File: src/rtl/sar_adc_pkg.sv
// Shared types and constants for the SAR ADC controller.
// SAR_AVG4_EN (optional) selects four-conversion averaging in sar_adc_ctrl.
package sar_adc_pkg;

    typedef enum logic [2:0] {
        IDLE,
        SAMPLE,
        SETTLE,
        DECIDE,
        DONE
    } state_t;

    localparam int SYNC_DEPTH = 2;
    localparam int AVG_COUNT  = 4;

endpackage

File: src/rtl/sar_cmp_sync.sv
// Multi-flop synchroniser bringing the asynchronous comparator output into clk.
module sar_cmp_sync
    import sar_adc_pkg::*;
(
    input  logic clk,
    input  logic rst_n,
    input  logic cmp_raw,
    output logic cmp_s
);

    logic [SYNC_DEPTH-1:0] sync_q;

    always_ff @(posedge clk or negedge rst_n) begin
        if (!rst_n) begin
            sync_q <= '0;
        end else begin
            sync_q <= {sync_q[SYNC_DEPTH-2:0], cmp_raw};
        end
    end

    assign cmp_s = sync_q[SYNC_DEPTH-1];

endmodule

File: src/rtl/sar_adc_ctrl.sv
// SAR ADC controller: MSB-first bit resolution with registered outputs.
// Define SAR_AVG4_EN to average four conversions per start request.
module sar_adc_ctrl
    import sar_adc_pkg::*;
#(
    parameter int WIDTH         = 8,
    parameter int SAMPLE_CYCLES = 4,
    parameter int SETTLE_CYCLES = 2
) (
    input  logic             clk,
    input  logic             rst_n,
    input  logic             ena,
    input  logic             start,
    input  logic             cmp_in,
    output logic             sample,
    output logic [WIDTH-1:0] dac_code,
    output logic             busy,
    output logic [WIDTH-1:0] result,
    output logic             valid
);

    // SETTLE also covers the synchroniser delay so DECIDE sees the current trial.
    localparam int SETTLE_LEN = SETTLE_CYCLES + SYNC_DEPTH;
    localparam int CNT_MAX    = (SAMPLE_CYCLES > SETTLE_LEN) ? SAMPLE_CYCLES : SETTLE_LEN;
    localparam int CNT_W      = $clog2(CNT_MAX + 1);
    localparam int IDX_W      = (WIDTH > 1) ? $clog2(WIDTH) : 1;

    state_t           state, state_nxt;
    logic [CNT_W-1:0] cnt, cnt_nxt;
    logic [IDX_W-1:0] idx, idx_nxt;
    logic [WIDTH-1:0] acc, acc_nxt;
    logic [WIDTH-1:0] dac_nxt;
    logic [WIDTH-1:0] res_val;
    logic             cmp_s;

    function automatic logic [WIDTH-1:0] bit_mask(input logic [IDX_W-1:0] b);
        return WIDTH'(1) << b;
    endfunction

`ifdef SAR_AVG4_EN
    localparam int AVG_W = $clog2(AVG_COUNT);
    localparam int SUM_W = WIDTH + AVG_W;

    logic [SUM_W-1:0] sum, sum_nxt;
    logic [AVG_W-1:0] conv, conv_nxt;

    function automatic logic [WIDTH-1:0] avg_trunc(input logic [SUM_W-1:0] s);
        return s[SUM_W-1:AVG_W];
    endfunction

    assign res_val = avg_trunc(sum);
`else
    assign res_val = acc;
`endif

    sar_cmp_sync u_sync (
        .clk     (clk),
        .rst_n   (rst_n),
        .cmp_raw (cmp_in),
        .cmp_s   (cmp_s)
    );

    always_comb begin
        state_nxt = state;
        cnt_nxt   = cnt;
        idx_nxt   = idx;
        acc_nxt   = acc;
`ifdef SAR_AVG4_EN
        sum_nxt   = sum;
        conv_nxt  = conv;
`endif
        case (state)
            IDLE: begin
                if (start) begin
                    state_nxt = SAMPLE;
                    cnt_nxt   = '0;
                    idx_nxt   = IDX_W'(WIDTH - 1);
                    acc_nxt   = '0;
`ifdef SAR_AVG4_EN
                    sum_nxt   = '0;
                    conv_nxt  = '0;
`endif
                end
            end
            SAMPLE: begin
                if (cnt == CNT_W'(SAMPLE_CYCLES - 1)) begin
                    state_nxt = SETTLE;
                    cnt_nxt   = '0;
                end else begin
                    cnt_nxt = cnt + 1'b1;
                end
            end
            SETTLE: begin
                if (cnt == CNT_W'(SETTLE_LEN - 1)) begin
                    state_nxt = DECIDE;
                    cnt_nxt   = '0;
                end else begin
                    cnt_nxt = cnt + 1'b1;
                end
            end
            DECIDE: begin
                if (cmp_s) begin
                    acc_nxt = acc | bit_mask(idx);
                end
                if (idx == '0) begin
`ifdef SAR_AVG4_EN
                    sum_nxt = sum + SUM_W'(acc_nxt);
                    if (conv == AVG_W'(AVG_COUNT - 1)) begin
                        state_nxt = DONE;
                    end else begin
                        state_nxt = SAMPLE;
                        conv_nxt  = conv + 1'b1;
                        cnt_nxt   = '0;
                        idx_nxt   = IDX_W'(WIDTH - 1);
                        acc_nxt   = '0;
                    end
`else
                    state_nxt = DONE;
`endif
                end else begin
                    idx_nxt   = idx - 1'b1;
                    state_nxt = SETTLE;
                end
            end
            DONE:    state_nxt = IDLE;
            default: state_nxt = IDLE;
        endcase
        if (!ena) begin
            state_nxt = IDLE;
        end
    end

    always_comb begin
        dac_nxt = '0;
        case (state_nxt)
            SETTLE, DECIDE: dac_nxt = acc_nxt | bit_mask(idx_nxt);
            DONE:           dac_nxt = acc_nxt;
            default:        dac_nxt = '0;
        endcase
    end

    always_ff @(posedge clk or negedge rst_n) begin
        if (!rst_n) begin
            state    <= IDLE;
            cnt      <= '0;
            sample   <= 1'b0;
            dac_code <= '0;
            busy     <= 1'b0;
            result   <= '0;
            valid    <= 1'b0;
        end else begin
            state    <= state_nxt;
            cnt      <= cnt_nxt;
            sample   <= (state_nxt == SAMPLE);
            dac_code <= dac_nxt;
            busy     <= (state_nxt != IDLE);
            valid    <= (state == DONE) && ena;
            if ((state == DONE) && ena) begin
                result <= res_val;
            end
        end
    end

    // Datapath registers are reloaded on every accepted start, so they need no reset.
    always_ff @(posedge clk) begin
        idx <= idx_nxt;
        acc <= acc_nxt;
`ifdef SAR_AVG4_EN
        sum  <= sum_nxt;
        conv <= conv_nxt;
`endif
    end

endmodule
File: config.mk
export PLATFORM = sky130hd
export DESIGN_NAME = sar_adc_ctrl
export DESIGN_NICKNAME = d
export VERILOG_FILES = /design/src/rtl/sar_adc_pkg.sv /design/src/rtl/sar_cmp_sync.sv /design/src/rtl/sar_adc_ctrl.sv
export SDC_FILE = /design/constraint.sdc
export NUM_CORES = 1
export LEC_CHECK = 0
export ABC_AREA = 1
export ABC_CLOCK_PERIOD_IN_PS = 2100
export CAP_MARGIN = 20
export CORE_MARGIN = 8
export CORE_UTILIZATION = 53
export CTS_CLUSTER_SIZE = 30
export DETAILED_ROUTE_END_ITERATION = 8
export PLACE_DENSITY = 0.78
export REMOVE_ABC_BUFFERS = 1
export SYNTH_ARGS = -nofsm -noshare
export SYNTH_HDL_FRONTEND = slang
export SYNTH_HIERARCHICAL = 1
export SYNTH_SLANG_ARGS = --single-unit
File: constraint.sdc
create_clock -name clk -period 2.1 [get_ports clk]
set_input_delay 0.21 -clock clk [delete_from_list [all_inputs] [get_ports clk]]
set_output_delay 0.21 -clock clk [all_outputs]
set_load 0.01 [all_outputs]
* After elaboration in Yosys (flattened, before gate mapping)
Cells that the tools add are included.
Operators by class: shift-type cells 2, mux-type cells 16, reductions and logical operators 8, $add $sub $neg 2, multipliers 0, eq/ne operators 10, div/mod/pow operators 0, bitwise gates (word level) 2, magnitude comparators 0
Operators with widths (number):
- one-hot mux 8 bit (2 select lines) | 2
- two-way mux 3 bit | 9
- two-way mux 8 bit | 2
- OR 8 bit | 2
- left shift 1 x 3 -> 8 bit, first input constant | 2
- equality test 3 x 2 -> 1 bit, second input constant | 5
- one-hot mux 3 bit (2 select lines) | 2
- one-hot mux 3 bit (4 select lines) | 1
- equality test 3 x 1 -> 1 bit, second input constant | 2
- equality test 3 bit, second input constant | 2
- zero test 3 bit | 2
- OR reduction 2 bit | 2
- adder 3 x 1 -> 3 bit, second input constant | 1
- nonzero test 3 bit | 1
- subtractor 3 x 1 -> 3 bit, second input constant | 1
- != test 2 bit, second input constant | 1
- AND reduction 2 bit | 1
- nonzero test 2 bit | 1
- logical AND 1 bit | 1
Word-level totals: bits in latches 0, memories 0, logic and storage cells 50, bits in read-only memories 0, input bits 5, RAM bits 0, register bits 38, output and inout bits 19

* Longest topological paths before layout
depth after elaboration 7, depth in mapped cells 11, depth with buffers taken out 11

* By module
Netlist, hierarchy kept.
Modules (own cells, without submodules):
- sar_adc_ctrl | cells each 204, area each 1696.6 µm², sequential area each 845.8 µm², instances 1
- sar_cmp_sync | cells each 2, area each 50.0 µm², sequential area each 50.0 µm², instances 1

* Worst setup path before layout
No wires, ideal clock.
path type reg-to-reg, start register idx[0], end register dac_code[0], period minus slack after synthesis 1.517 ns, cell stages (with the launch flop) 10, setup time 0.124 ns, slack 0.583 ns, arrival time 1.393 ns, path buffers 0, required time 1.976 ns, path through dfxtp_1 -> inv_1 -> ha_1 -> nand2_1 -> o21ai_0 -> nand2_1 -> nand2_1 -> inv_1 -> nor2_2 -> a21oi_1
Between the ends: word-level cells in the longest chain between the ends 7, elaborated cells between the ends (all ways) 19, those cells by class 1 x add/sub; 3 x eq/ne; 2 x shift; 9 x mux; 2 x bitwise; 2 x reduce/logical
Ends and longest elaborated chain:
- start: declaration | line sar_adc_ctrl.sv:30 | logic [IDX_W-1:0] idx, idx_nxt;
- start signal: assignment | line sar_adc_ctrl.sv:166 | idx <= idx_nxt;
- zero test 3 bit * | line sar_adc_ctrl.sv:105 | if (idx == '0) begin
- two-way mux 3 bit * | line sar_adc_ctrl.sv:105
- one-hot mux 3 bit (4 select lines) * | line sar_adc_ctrl.sv:72 | case (state)
- two-way mux 3 bit * | line sar_adc_ctrl.sv:128 | if (!ena) begin
- named net state_nxt[1] | line sar_adc_ctrl.sv:28 | state_t state, state_nxt;
- equality test 3 x 2 -> 1 bit | line sar_adc_ctrl.sv:135 | case (state_nxt)
- OR reduction 2 bit | line sar_adc_ctrl.sv:135
- one-hot mux 8 bit (2 select lines) * | line sar_adc_ctrl.sv:135
- named net dac_nxt[0] | line sar_adc_ctrl.sv:32 | logic [WIDTH-1:0] dac_nxt;
- end signal: assignment | line sar_adc_ctrl.sv:155 | dac_code <= dac_nxt;
- end: declaration | line sar_adc_ctrl.sv:16 | output logic [WIDTH-1:0] dac_code,
Mark *: on every way through the listed nets, which the timed path passes. The rest lies on a longest branch. A chain may end at the register's enable or synchronous reset.

* Worst setup path in the final report
start register idx[1], end register dac_code[6]
The elaborated chain is that of the path after synthesis.

==> impl_metrics.py <==
metrics = {
    "grt": {
        "global_route.usage.total_pct": 13.9,
        "grt_max_degree": 28,
        "gr-total-overflow": 0,
        "antenna_found_initial": 0,
        "first_global_vias": 1285,
        "grt_first_pass_wirelength_um": 5690,
    },
    "worst_setup_path": {
        "required_ns": 2.33,
        "r2r_cells": 9,
        "path_cells": "inv_1 -> ha_1 -> nand2_1 -> o21ai_0 -> nand2_1 -> nand2_1 -> inv_1 -> nor2_2 -> a21oi_1",
        "path_max_fanout": 7,
        "timing.critical_path.max_delay_family": "simple AND/OR/NAND/NOR gates",
        "setup.worst_path.start_class": "flop",
        "capturing_element_type_of_the_critical_path": "flop",
        "cpPeakStageDelay_ns": 0.38,
        "worstSetupPathType": "reg2reg",
        "cpMostUsedCell": "nand2_1",
        "crit_arrival_ns": 2.02,
        "cp.buffers_inverters": 2,
        "critical_path_cell_count": 9,
        "crit_path_top_delay_cell": "dfxtp_1",
    },
    "floorplan": {
        "io_pins": 24,
        "die_height_um": 73.4,
        "floorplan.die_area_mm2": 0.00539,
        "initial_core_util_pct": 53.6,
        "fp-row-count": 21,
        "area_of_the_core_mm2": 0.00326,
        "fp.dieW_um": 73.4,
    },
    "sta": {
        "slew_headroom_pct": 60.1,
        "unrepaired_setup_endpoints_after_global_routing": "no",
        "setup_slack_ns": 0.304,
        "final.period_utilization_pct": 85.5,
        "timing.setup.tns_ns": 0,
        "achievable-frequency_ghz": 0.557,
        "finClkSkew_ns": 0.0155,
        "setup_viol": 0,
        "hold_ws_ns": 0.221,
        "final_max_slew_viol_count": 0,
        "max_slew.worst_pin.slew_ns": 0.597,
        "timing.final.crit_period_ns": 1.80,
        "hold_viol": 0,
    },
    "power": {
        "sequentialPowerShare_pct": 53.4,
        "power.density_mw_per_mm2": 744,
        "combPwrFrac_pct": 21.3,
        "internal_power_w": 0.00108,
        "pwr-share-clk_pct": 25.2,
        "worst_ir_drop_vdd_v": 0.000347,
        "p_total_w": 0.00155,
        "power.switching_fraction_pct": 30.4,
        "total_switching_power_w": 0.000473,
        "p_leak_nw": 1.03,
    },
    "drt": {
        "finalWirelength_um": 3460,
        "drt.antenna.violating_nets": 0,
        "post_drt_wl_per_cell_um": 12.2,
        "route.detailed.drc": 0,
        "routed-via-count": 1396,
        "drt-vias-per-instance": 4.93,
        "drt_iter0_markers": 95,
        "first_pass_iters": 4,
    },
    "final_layout": {
        "n_fill_cell": 289,
        "area.growth.synth_to_final_pct": 19.6,
        "sequential_cell_area_um2": 896,
        "finish.net_count": 247,
        "layout-drive-gt1-share_pct": 11.4,
        "instances_no_fill": 283,
        "antennaDiodeCount": 0,
        "multi_input_area_um2": 716,
    },
    "yosys": {
        "seq_area_frac_synth_pct": 51.3,
        "syn_inst": 206,
        "synth_cell_types": 25,
        "synth-xor-area-share_pct": 0,
        "synth_fa_ha_area_share_pct": 4.30,
        "synth_compound_gate_area_share_pct": 8.74,
        "avgSynthCellArea_um2": 8.48,
        "synth-seq-cells": 38,
        "yosysWarningCount": 6,
        "synth-simple-area-share_pct": 27.9,
        "synth_top_family_by_area": "simple AND/OR/NAND/NOR gates",
        "synth_area_mm2": 0.00175,
        "yosys-mux-area-fraction_pct": 0,
    },
    "clock_network": {
        "cts_made_buffers": 5,
        "tritoncts": "done",
        "root_buffer": "clkbuf_4",
        "post_cts.repair.setup_buffers": 0,
        "clkSinkCount": 38,
        "htreeDepth": 2,
        "cts_resized": 0,
        "cts-root-to-sink-buffers": 2,
        "hold_buffers": 0,
        "clock_latency_ns": 0.34,
        "path_clk_slew_ns": 0.11,
    },
    "placement": {
        "worst_slack_at_placement_ns": 0.354,
        "numPlacedInstances": 275,
        "hpwl_um": 2630,
        "routabilityCongestion": 0.946,
        "io_buffer_count": 23,
    },
    "hold_path": {
        "type_of_the_most_critical_hold_path": "in2async",
    },
    "flow_run": {
        "drv_cap": 0,
    },
    "outcome": {
        "run_status": "finished, final reports clean",
    },
}
-- cell type report --
| type | count | area share [%] |
|---|---|---|
| clock buffer | 8 | 2.81 |
| inverter | 33 | 5.93 |
| multi-input combinational | 134 | 34.3 |
| sequential | 38 | 42.9 |
| tap | 46 | 2.75 |
| timing repair buffer | 24 | 11.4 |
-- worst paths after layout --
check                                  from               end  slack [ns]
setup / recovery                     idx[1]       dac_code[6]        0.30
hold / removal                        rst_n            cnt[2]        0.22
setup reg to reg                     idx[1]       dac_code[6]        0.30
hold reg to reg            u_sync/sync_q[0]  u_sync/sync_q[1]        0.38
max in group asynchronous             rst_n  u_sync/sync_q[1]        1.60
min in group clk                     cmp_in  u_sync/sync_q[0]        0.29
-- registers in the layout, summed over array words and instances (netlist names) --
signal         count
result             8
u_sync/sync_q      2
acc                8
valid              1
state              3
busy               1
sample             1
idx                3
cnt                3
dac_code           8
-- synthesized netlist by cell type (all sizes together) --
cell,number,area (um2)
a21oi,5,25.0
a22o,1,8.76
buf,1,11.3
dfrtp,27,676
dfxtp,11,220
ha,6,75.1
inv,33,124
nand2,61,234
nand3,18,113
nand3b,1,7.51
nand4,4,25.0
nor2,19,86.3
nor3,1,10.0
nor4,1,12.5
o211ai,1,7.51
o21ai,15,105
o22ai,1,6.26
-- kinds of logic after synthesis --
family | after synthesis
compound gates | 23
fa+ha+maj | 6
buf+inv | 34
flops | 38
simple gates | 105
-- power by group through the flow --
stage | combinational, W | clock [W] | sequential (W)
floorplan | 0.000199 | 0 | 0.000848
global placement | 0.000325 | 0 | 0.000844
detailed placement | 0.000332 | 0 | 0.000846
CTS | 0.000332 | 0.000406 | 0.000831
global route | 0.000369 | 0.000435 | 0.000838
finish | 0.000332 | 0.000392 | 0.000831
-- routing by layer --
layer	up-vias	global-route usage (%)	wire (um)
li1	709	-	-
met1	619	17.7	1620
met2	59	21.1	1470
met3	9	4.23	270
met4	0	6.21	91
met5	-	0	0
-- cells in the final DEF (no fill, tap or decap), types with 3 or more instances in the layout --
master           instances
clkdlybuf4s50_1         23
dfxtp_1                 11
nor2_1                  15
ha_1                     6
a21oi_1                  5
nand4_1                  4
dfrtp_1                 27
inv_1                   32
clkbuf_4                 5
nand2_1                 59
o21ai_2                  8
o21ai_0                  6
nand3_1                 15
nor2_2                   3
-- worst reg2reg max path: cells and delay by family (launching register included) --
family,cells,cell delay [ns]
fa+ha+maj,1,0.25
flops,1,0.38
buf+inv,2,0.27
compound gates,2,0.26
simple gates,4,0.53
-- per-stage QoR --
stage | instance area (um2) | utilization (%)
after floorplan | 1740 | -
after global placement | 2030 | 62.3
after detailed placement | 2030 | 62.3
after CTS | 2090 | 64.1
after global routing | 2090 | 64.1
final | 2090 | 64.1
Power figures use the tool's default switching activity.
